[src/rtl/seq_pkg.sv]
// rtl/seq_pkg.sv - shared constants for the serial pattern generator and detector
// Purpose: reference pattern used by generator tests and the sequence detector,
//          plus the FSM state width shared by blocks that keep a local encoding.
// Ports:   none (package)
package seq_pkg;

  localparam logic [2:0] SEQ_PATTERN = 3'b101;
  localparam int         SEQ_LEN     = 3;
  localparam int         STATE_W     = 2;

endpackage

[src/rtl/piso_shift_reg.sv]
// rtl/piso_shift_reg.sv - parallel-in/serial-out shift register with reload copy
// Purpose: holds the bits still to be sent after the one currently on the line,
//          plus a copy of the full aligned pattern for repeat passes.
// Ports:
//   clk, rst           clock, synchronous active-high reset
//   load, load_data    capture a new aligned pattern (and its copy)
//   reload             restart from the stored copy
//   shift              advance by one bit
//   msb                next bit to send from the working register
//   reload_msb         first bit of the stored copy
module piso_shift_reg
  import seq_pkg::*;
#(
  parameter int WIDTH = 8
) (
  input  logic             clk,
  input  logic             rst,
  input  logic             load,
  input  logic             reload,
  input  logic             shift,
  input  logic [WIDTH-1:0] load_data,
  output logic             msb,
  output logic             reload_msb
);

  logic [WIDTH-1:0] shreg_q, shreg_d;
  logic [WIDTH-1:0] copy_q, copy_d;

  // The first bit of a pass is registered onto the line by the caller in the
  // same edge as load/reload, so the working register skips it here.
  always_comb begin
    shreg_d = shreg_q;
    copy_d  = copy_q;
    if (load) begin
      copy_d  = load_data;
      shreg_d = load_data << 1;
    end else if (reload) begin
      shreg_d = copy_q << 1;
    end else if (shift) begin
      shreg_d = shreg_q << 1;
    end
  end

  always_ff @(posedge clk) begin
    if (rst) begin
      shreg_q <= '0;
      copy_q  <= '0;
    end else begin
      shreg_q <= shreg_d;
      copy_q  <= copy_d;
    end
  end

  assign msb        = shreg_q[WIDTH-1];
  assign reload_msb = copy_q[WIDTH-1];

endmodule

[src/rtl/seq_generator.sv]
// rtl/seq_generator.sv - serial bit-pattern transmitter, MSB-first with repeats
// Purpose: accepts pattern/len/rpt on a valid/ready load, then sends
//          eff_len*(rpt+1) contiguous valid bits, pulsing done on the last one.
// Ports:
//   clk, rst                 clock, synchronous active-high reset
//   load_valid, load_ready   load handshake (ready only in IDLE, not in reset)
//   pattern, len, rpt        bits to send, bits per pass, extra passes
//   abort                    terminate the frame in progress
//   bit_out, bit_valid       registered serial data and qualifier
//   busy                     frame in progress
//   done                     one-cycle pulse with the final bit of the frame
module seq_generator
  import seq_pkg::*;
#(
  parameter int WIDTH = 8,
  parameter int LEN_W = $clog2(WIDTH) + 1,
  parameter int CNT_W = 4
) (
  input  logic             clk,
  input  logic             rst,
  input  logic             load_valid,
  output logic             load_ready,
  input  logic [WIDTH-1:0] pattern,
  input  logic [LEN_W-1:0] len,
  input  logic [CNT_W-1:0] rpt,
  input  logic             abort,
  output logic             bit_out,
  output logic             bit_valid,
  output logic             busy,
  output logic             done
);

  typedef enum logic [STATE_W-1:0] {
    IDLE = 2'd0,
    SEND = 2'd1
  } state_e;

  state_e           state_q, state_d;
  logic             bit_out_q, bit_out_d;
  logic             bit_valid_q, bit_valid_d;
  logic             done_q, done_d;
  logic [LEN_W-1:0] bit_cnt_q, bit_cnt_d;
  logic [CNT_W-1:0] pass_cnt_q, pass_cnt_d;
  logic [LEN_W-1:0] eff_len_q, eff_len_d;

  logic [LEN_W-1:0] eff_len;
  logic [LEN_W-1:0] align_sh;
  logic [WIDTH-1:0] aligned;
  logic             piso_load, piso_reload, piso_shift;
  logic             piso_msb, piso_reload_msb;

  // Out-of-range lengths fall back to a full-width pass.
  assign eff_len  = ((len == '0) || (len > LEN_W'(WIDTH))) ? LEN_W'(WIDTH) : len;
  // Left-align so pattern[eff_len-1] lands in the MSB.
  assign align_sh = LEN_W'(WIDTH) - eff_len;
  assign aligned  = pattern << align_sh;

  assign load_ready = (state_q == IDLE) && !rst;
  assign busy       = (state_q == SEND);
  assign bit_out    = bit_out_q;
  assign bit_valid  = bit_valid_q;
  assign done       = done_q;

  piso_shift_reg #(
    .WIDTH(WIDTH)
  ) u_piso (
    .clk       (clk),
    .rst       (rst),
    .load      (piso_load),
    .reload    (piso_reload),
    .shift     (piso_shift),
    .load_data (aligned),
    .msb       (piso_msb),
    .reload_msb(piso_reload_msb)
  );

  // bit_cnt_q counts the bits of the current pass still on or ahead of the
  // line, so 1 means the bit now visible closes the pass. done is computed one
  // edge early so it lines up with the final registered bit.
  always_comb begin
    state_d     = state_q;
    bit_out_d   = 1'b0;
    bit_valid_d = 1'b0;
    done_d      = 1'b0;
    bit_cnt_d   = bit_cnt_q;
    pass_cnt_d  = pass_cnt_q;
    eff_len_d   = eff_len_q;
    piso_load   = 1'b0;
    piso_reload = 1'b0;
    piso_shift  = 1'b0;
    case (state_q)
      IDLE: begin
        if (load_valid && load_ready) begin
          state_d     = SEND;
          piso_load   = 1'b1;
          bit_out_d   = aligned[WIDTH-1];
          bit_valid_d = 1'b1;
          eff_len_d   = eff_len;
          bit_cnt_d   = eff_len;
          pass_cnt_d  = rpt;
          done_d      = (eff_len == LEN_W'(1)) && (rpt == '0);
        end
      end
      SEND: begin
        if (abort) begin
          state_d    = IDLE;
          bit_cnt_d  = '0;
          pass_cnt_d = '0;
        end else if (bit_cnt_q == LEN_W'(1)) begin
          if (pass_cnt_q == '0) begin
            state_d   = IDLE;
            bit_cnt_d = '0;
          end else begin
            piso_reload = 1'b1;
            bit_out_d   = piso_reload_msb;
            bit_valid_d = 1'b1;
            bit_cnt_d   = eff_len_q;
            pass_cnt_d  = pass_cnt_q - CNT_W'(1);
            done_d      = (eff_len_q == LEN_W'(1)) && (pass_cnt_q == CNT_W'(1));
          end
        end else begin
          piso_shift  = 1'b1;
          bit_out_d   = piso_msb;
          bit_valid_d = 1'b1;
          bit_cnt_d   = bit_cnt_q - LEN_W'(1);
          done_d      = (bit_cnt_q == LEN_W'(2)) && (pass_cnt_q == '0);
        end
      end
      default: state_d = IDLE;
    endcase
  end

  always_ff @(posedge clk) begin
    if (rst) begin
      state_q     <= IDLE;
      bit_out_q   <= 1'b0;
      bit_valid_q <= 1'b0;
      done_q      <= 1'b0;
      bit_cnt_q   <= '0;
      pass_cnt_q  <= '0;
      eff_len_q   <= '0;
    end else begin
      state_q     <= state_d;
      bit_out_q   <= bit_out_d;
      bit_valid_q <= bit_valid_d;
      done_q      <= done_d;
      bit_cnt_q   <= bit_cnt_d;
      pass_cnt_q  <= pass_cnt_d;
      eff_len_q   <= eff_len_d;
    end
  end

endmodule

[config.mk]
export PLATFORM = sky130hd
export DESIGN_NAME = seq_generator
export DESIGN_NICKNAME = d
export VERILOG_FILES = /design/src/rtl/seq_pkg.sv /design/src/rtl/piso_shift_reg.sv /design/src/rtl/seq_generator.sv
export SDC_FILE = /design/constraint.sdc
export NUM_CORES = 1
export LEC_CHECK = 0
export ABC_AREA = 1
export BUFFER_PORTS_ARGS = -buffer_cell sky130_fd_sc_hd__clkbuf_2
export CAP_MARGIN = 0
export CELL_PAD_IN_SITES_DETAIL_PLACEMENT = 1
export CELL_PAD_IN_SITES_GLOBAL_PLACEMENT = 1
export CORE_UTILIZATION = 40
export DETAILED_ROUTE_END_ITERATION = 8
export PLACE_DENSITY_LB_ADDON = 0.1
export SETUP_SLACK_MARGIN = 0.15
export SLEW_MARGIN = 20
export SYNTH_ARGS = -nofsm -noshare
export SYNTH_HDL_FRONTEND = slang
export SYNTH_SLANG_ARGS = --single-unit
[constraint.sdc]
create_clock -name clk -period 2.21 [get_ports clk]
set_input_delay 0.221 -clock clk [delete_from_list [all_inputs] [get_ports clk]]
set_output_delay 0.221 -clock clk [all_outputs]
set_load 0.02 [all_outputs]
==> results of run 1 <==
worst register-to-register path, stage by stage (launching register included):
cell      delay (ns)
dfxtp_1         0.37
inv_1           0.10
ha_1            0.24
nand3_4         0.17
inv_2           0.05
nor2_1          0.20
nor2_2          0.06
nor2_2          0.23
clkinv_2        0.14
nor2_1          0.12
nor2_1          0.05
per-stage QoR:
stage,hold slack (ns),utilization,std cells
2_1_floorplan,0.4044,-,318
3_3_place_gp,0.4564,0.4595,405
3_5_place_dp,0.4676,0.4595,405
4_1_cts,0.2859,0.4842,413
5_1_grt,0.3020,0.4842,413
6_report,0.3010,0.4842,413
cells by family after synthesis:
family | count (synthesis) | share of synthesized area
AND/OR/NAND/NOR | 173 | 0.3927
buffers and inverters | 65 | 0.1357
AO/OA/AOI/OAI | 39 | 0.1026
flip-flops | 31 | 0.3102
adder cells (fa/ha/maj) | 8 | 0.05003
XOR/XNOR | 2 | 0.008757
flip-flops by register name, summed over array words and instances (netlist names):
name            cells
done                1
eff_len_q           4
bit_cnt_q           4
bit_out             1
u_piso.shreg_q      7
u_piso.copy_q       8
bit_valid           1
state_q             1
pass_cnt_q          4
power groups by stage:
stage	logic [W]	clock network [W]	registers (W)
floorplan	0.000257	0	0.000636
global placement	0.000346	0	0.000640
detailed placement	0.000354	0	0.000641
CTS	0.000357	0.000598	0.000629
global route	0.000406	0.000620	0.000634
finish	0.000356	0.000584	0.000629
cell usage in the layout (no fill, tap or decap):
cell type / n
nand4_1: 9
clkbuf_2: 24
o21ai_1: 1
nor2_1: 31
o21ai_0: 19
nand3_4: 2
clkinv_2: 2
nand2_1: 83
nor4_1: 1
nand3_2: 1
or2_0: 1
nor2_2: 4
xor2_1: 1
buf_4: 5
ha_1: 8
nand3_1: 38
bufinv_16: 1
nor2_4: 2
a21oi_1: 13
inv_2: 6
inv_4: 1
clkbuf_8: 6
o31ai_1: 1
inv_1: 48
xnor2_1: 1
a22oi_1: 1
dfxtp_1: 31
nand2_2: 1
o22ai_1: 2
a31oi_1: 2
cell usage after synthesis (all sizes together) (2+ instances only):
master,count,area (sq um)
inv,55,209.0
nand4,9,56.30
nor2,37,163.9
o21ai,20,100.1
ha,8,100.1
nand3,41,235.2
a21oi,13,65.06
a31oi,2,12.51
o22ai,2,12.51
buf,5,42.53
nand2,84,317.8
dfxtp,31,620.6
clkbuf,4,15.01
layer usage:
metal / GRT usage / part of all wire / up-vias
met5: 0 / 0 / -
met4: 0.05882 / 0.0079 / 0
met3: 0.04144 / 0.026 / 5
met2: 0.4320 / 0.51 / 21
met1: 0.2817 / 0.45 / 993
li1: - / - / 1060
final cells by class:
type                            count  area, sq um  area share
Sequential cell                    31        620.6      0.2696
Multi-Input combinational cell    222         1109      0.4815
Tap cell                           67        83.83     0.03641
Timing Repair Buffer               29        157.7     0.06848
Clock buffer                        6        82.58     0.03587
Inverter                           56        214.0     0.09293
Clock inverter                      2        35.03     0.01522
path summary, 6_finish.rpt:
kind | startpoint | endpoint | depth (start not counted)
min | rpt[3] | done | 4
max reg2reg | pass_cnt_q[0] | pass_cnt_q[3] | 10
min reg2reg | u_piso.copy_q[3] | u_piso.copy_q[3] | 2
max | pass_cnt_q[0] | pass_cnt_q[3] | 10
==> results_dict.tcl, run 1 <==
set metrics [dict create \
    worst-path-buf-inv 3 \
    fp.dieArea_sq_um 5288 \
    crit_chain "inv_1 -> ha_1 -> nand3_4 -> inv_2 -> nor2_1 -> nor2_2 -> nor2_2 -> clkinv_2 -> nor2_1 -> nor2_1" \
    p_leak_nw 1.190 \
    finalCriticalPeriod_ns 1.838 \
    switching_share 0.3062 \
    power_frac_seq 0.401 \
    dp_hpwl_mm 4.332 \
    slew_violations 0 \
    grt-ovfl-total 0 \
    die-width_microns 72.72 \
    ios 25 \
    seq_area_frac_synth 0.3102 \
    crit_path_top_delay_cell "dfxtp_1" \
    via_per_inst 5.034 \
    relSlewSlack 0.7109 \
    die_h_microns 72.72 \
    clk_latency_ns 0.29 \
    startpoint_type "register" \
    cts.sinks 31 \
    gr-usage-all-layers 0.2351 \
    rows 25 \
    antenna_found_initial 0 \
    drt-initial-drc-count 46 \
    fin_crit_sh 0.8317 \
    drive_gt1_frac 0.1590 \
    ctsLongestPathBuffers 2 \
    switchingPower_w 0.0004802 \
    grt_max_degree 20 \
    hold_buffers 0 \
    numPortBuffers 24 \
    synthToLayoutAreaGrowth_pct 15.07 \
    clock_skew_ns 0.008437 \
    power.density_nw_per_um2 681.1 \
    core_sq_um 4755 \
    final_cell_area_sq_um 2302 \
    fillCellCount 688 \
    p_int_w 0.001088 \
    wirelength_mm 5.555 \
    synth-main-ff-cell "dfxtp_1" \
    cp-end-kind "register" \
    total_power_w 0.001568 \
    worst_setup_hold_path_clk_slew_ns 0.06 \
    root_buffer "clkbuf_8" \
    cts_tree "done" \
    post_cts_buffers 0 \
    clock_power_share 0.372 \
    grt_pass1_vias 2037 \
    tightest_slew_ns 0.4292 \
    place_ws_ns 0.2081 \
    critPathMostFrequentCell "nor2_1" \
    ys_ff_latch 31 \
    fmax_ghz 0.5440 \
    cp.required_ns 2.39 \
    crit_path_max_incr_delay_ns 0.37 \
    path_max_fanout 8 \
    worst_slack_ns 0.3719 \
    synth_edf_count 0 \
    report.final.hold_viol_count 0 \
    rsz0062_at_grt "no" \
    n_antenna_cell 0 \
    netlist_area_sq_um 2001 \
    hold_class "input port to register" \
    cp.arrival_ns 2.01 \
    setup_viol 0 \
    synthDistinctLibCells 30 \
    syn_avg_cell_area_sq_um 6.291 \
    cts_resized 0 \
    synthArstFlopShare 0 \
    initial_core_util 0.4208 \
    placed_cell_area_sq_um 2185 \
    yosysWarnings 0 \
    comb_power_share 0.227 \
    dr.pass1.iters 4 \
    critPathTopFamily "simple AND/OR/NAND/NOR gates" \
    finalNetCount 373 \
    htreeDepth 2 \
    numCtsBuffers 5 \
    ant_nets 0 \
    status "completed" \
    vias 2079 \
    syn_inst 318 \
    r2r_slack_ns 0.37 \
    synth_nets 346 \
    drv_cap 0 \
    ir_drop_mv 0.3113 \
    place_congestion 0.8027 \
    detail_route.wl_per_cell_microns 13.45 \
    tns_ns 0 \
    grt_pass1_wl_mm 9.522 \
    setup.worst_path.class "register to register" \
    drcViolationCount 0 \
]
No activity file was read; power rests on OpenSTA's default activity.
==> run 2: changes to the inputs <==
--- a/config.mk
+++ b/config.mk
@@ -5,7 +5,7 @@
 export SDC_FILE = /design/constraint.sdc
 export NUM_CORES = 1
 export LEC_CHECK = 0
-export ABC_AREA = 1
+export ABC_AREA = 0
 export BUFFER_PORTS_ARGS = -buffer_cell sky130_fd_sc_hd__clkbuf_2
 export CAP_MARGIN = 0
 export CELL_PAD_IN_SITES_DETAIL_PLACEMENT = 1
==> constraint.sdc (replaced) <==
create_clock -name clk -period 1.8 [get_ports clk]
set_input_delay 0.18 -clock clk [delete_from_list [all_inputs] [get_ports clk]]
set_output_delay 0.18 -clock clk [all_outputs]
set_load 0.02 [all_outputs]
==> run 2 against run 1 <==
Against the previous run:
- the run now ends with DRC, setup timing left
- area after synthesis down 3.8%
- synthesized cell count down 26%
- non-clock buffer count up 52
- routed wire length up 19%
- critical path type unchanged
==> results_dict.tcl, run 2 <==
set metrics [dict create \
    dp_hpwl_mm 4.488 \
    grt_pass1_wl_mm 10.16 \
    cts_tree "done" \
    crit_path_max_incr_delay_ns 0.40 \
    finalNetCount 336 \
    n_antenna_cell 0 \
    slew_violations 0 \
    final_cell_area_sq_um 2835 \
    antenna_found_initial 0 \
    drcViolationCount 3 \
    grt_max_degree 32 \
    synth-main-ff-cell "dfxtp_1" \
    hold_path_depth 4 \
    placed_cell_area_sq_um 2404 \
    die-width_microns 71.38 \
    gr-usage-all-layers 0.2600 \
    grt-ovfl-total 0 \
    syn_avg_cell_area_sq_um 8.229 \
    reg_top3 "u_piso.copy_q (8), u_piso.shreg_q (7)" \
    hold_ws_ns 0.1606 \
    failed_checks "DRC, setup timing" \
    status "finished with violations" \
    p_leak_nw 1.199 \
    rsz0062_at_grt "yes" \
    yosysMostFrequentCell "dfxtp_1" \
    die_h_microns 71.38 \
    startpoint_type "register" \
    cts.sinks 31 \
    ir_drop_mv 0.4329 \
    tightest_slew_ns 0.4847 \
    drv_cap 0 \
    drive_gt1_frac 0.4628 \
    fp.dieArea_sq_um 5095 \
    r2r_cells 10 \
    setup.worst_path.class "register to register" \
    synthToLayoutAreaGrowth_pct 47.24 \
    critPathMostFrequentCell "buf_6" \
    comb_power_share 0.325 \
    seq_area_frac_synth 0.3223 \
    layout_common_cells "buf_4 (45), dfxtp_1 (27), clkbuf_2 (23), nor2_1 (22), nand2_1 (16)" \
    crit_path_top_delay_cell "or3b_4" \
    wirelength_mm 6.606 \
    ios 25 \
    power.density_nw_per_um2 732.1 \
    relSlewSlack 0.6769 \
    path_max_fanout 4 \
    synthArstFlopShare 0 \
    cp.arrival_ns 2.16 \
    drt-initial-drc-count 104 \
    hold_buffers 0 \
    setup_viol 12 \
    worst_slack_ns -0.1651 \
    core_sq_um 4504 \
    largest_reg_flops 8 \
    final_util 0.6294 \
    power_frac_seq 0.374 \
    yosys.area.top_type "dfxtp_1" \
    ys_ff_latch 31 \
    fin_crit_sh 1.092 \
    hold_class "input port to register" \
    report.final.hold_viol_count 0 \
    clock_power_share 0.301 \
    finalCriticalPeriod_ns 1.965 \
    p_int_w 0.001430 \
    syn_inst 234 \
    synth_nets 262 \
    final_common_cell "buf_4" \
    crit_chain "inv_2 -> ha_4 -> or3b_4 -> buf_6 -> buf_6 -> nor2_4 -> buf_6 -> buf_6 -> a22oi_2 -> o31ai_1" \
    clock_skew_ns 0.009316 \
    root_buffer "clkbuf_8" \
    cp.required_ns 1.99 \
    fmax_ghz 0.5089 \
    clk_latency_ns 0.29 \
    netlist_area_sq_um 1926 \
    initial_core_util 0.4275 \
    ant_nets 0 \
    synth_area_leaders "dfxtp_1 (32%), ha_1 (5.2%), nor2_1 (4.9%)" \
    worst_setup_hold_path_clk_slew_ns 0.07 \
    synth_edf_count 0 \
    grt_pass1_vias 2144 \
    synthTopCellsByCount "dfxtp_1 (31), nor2_1 (25), nand2_1 (21), a21oi_1 (15), nor3_1 (13)" \
    vias 2094 \
    fin_cells 361 \
    detail_route.wl_per_cell_microns 18.30 \
    place_inst 336 \
    total_power_w 0.002076 \
    via_per_inst 5.801 \
    htreeDepth 2 \
    dr.pass1.iters 6 \
    ctsLongestPathBuffers 2 \
    top_register "u_piso.copy_q" \
    place_congestion 0.8079 \
    numCtsBuffers 5 \
    yosysWarnings 0 \
    yosysTopAreaCellShare 0.3223 \
    switching_share 0.3110 \
    rows 24 \
    switchingPower_w 0.0006456 \
    numPortBuffers 24 \
    synthDistinctLibCells 48 \
    cp-end-kind "register" \
]
==> run 2: changes by cell type in the layout (fill, tap and decap cells not counted), sizes merged, moves of 5 or more <==
cell	change
a211oi	+6
o21ai	-9
inv	-45
nor2b	+6
nand2	-63
mux2	+7
nand4	-6
mux2i	+5
buf	+53
nor2	-12
nor3	+14
nand3	-41
==> run 2: area by class of cell <==
| type | count | area (sq um) |
|---|---|---|
| clock buffers | 8 | 100.1 |
| fillers | 537 | 1669 |
| inverters | 10 | 40.04 |
| multi-input cells | 179 | 1411 |
| flip-flops and latches | 31 | 625.6 |
| well taps | 52 | 65.06 |
| repair buffers | 81 | 593.1 |
==> run 2: power by group through the flow <==
stage | Clock (W) | Sequential [W] | Combinational, W
after floorplan | 0 | 0.000787 | 0.000327
after global placement | 0 | 0.000781 | 0.000525
after detailed placement | 0 | 0.000783 | 0.000541
after CTS | 0.000634 | 0.000770 | 0.000586
after global routing | 0.000665 | 0.000780 | 0.000728
final | 0.000626 | 0.000775 | 0.000675
==> run 2: critical path: cells and delay by family, from the launching register on <==
| family | cells | cell delay [ns] |
|---|---|---|
| AO/OA/AOI/OAI | 2 | 0.29 |
| adder cells (fa/ha/maj) | 1 | 0.13 |
| buffers and inverters | 5 | 0.53 |
| flip-flops | 1 | 0.33 |
| AND/OR/NAND/NOR | 2 | 0.58 |
==> run 2: cells by family (layout without fill, tap and decap cells) <==
group / Yosys count / count (layout) / share of synthesized area
buf+inv: 24 / 99 / 0.05328
compound gates: 62 / 62 / 0.2125
flops: 31 / 31 / 0.3223
simple gates: 92 / 92 / 0.2560
xor+xnor: 3 / 3 / 0.01365
fa+ha+maj: 8 / 8 / 0.05198
mux: 14 / 14 / 0.09031
==> run 2: final timing paths <==
kind / from / end / slack (ns)
worst min register to register: u_piso.copy_q[1] / u_piso.copy_q[1] / 0.46
worst max-delay path: bit_cnt_q[1] / bit_out / -0.17
worst min-delay path: rpt[3] / done / 0.16
worst max register to register: bit_cnt_q[1] / bit_out / -0.17
==> run 2: per-layer routing <==
layer	vias to the layer above	GRT usage	wire, microns
met4	0	0.1067	180
met5	-	0	0
li1	990	-	-
met1	1030	0.2911	2717
met2	54	0.4730	3398
met3	20	0.06048	309
==> run 2: repair_timing <==
action | 4_1_cts | 5_1_grt
endpoints found under the setup margin | 20 | 21
buffers inserted | 5 | 12
hold endpoints to repair | 0 | 0
resized for setup | 23 | 32
pin swaps | 8 | 13
==> run 2: per-stage QoR <==
step	setup slack, ns	setup TNS [ns]
finish	-0.1651	-1.380
global route	-0.2417	-2.286
CTS	-0.1129	-0.9124
detailed placement	-0.2586	-2.391
global placement	-0.1563	-1.375
floorplan	-0.2377	-1.370
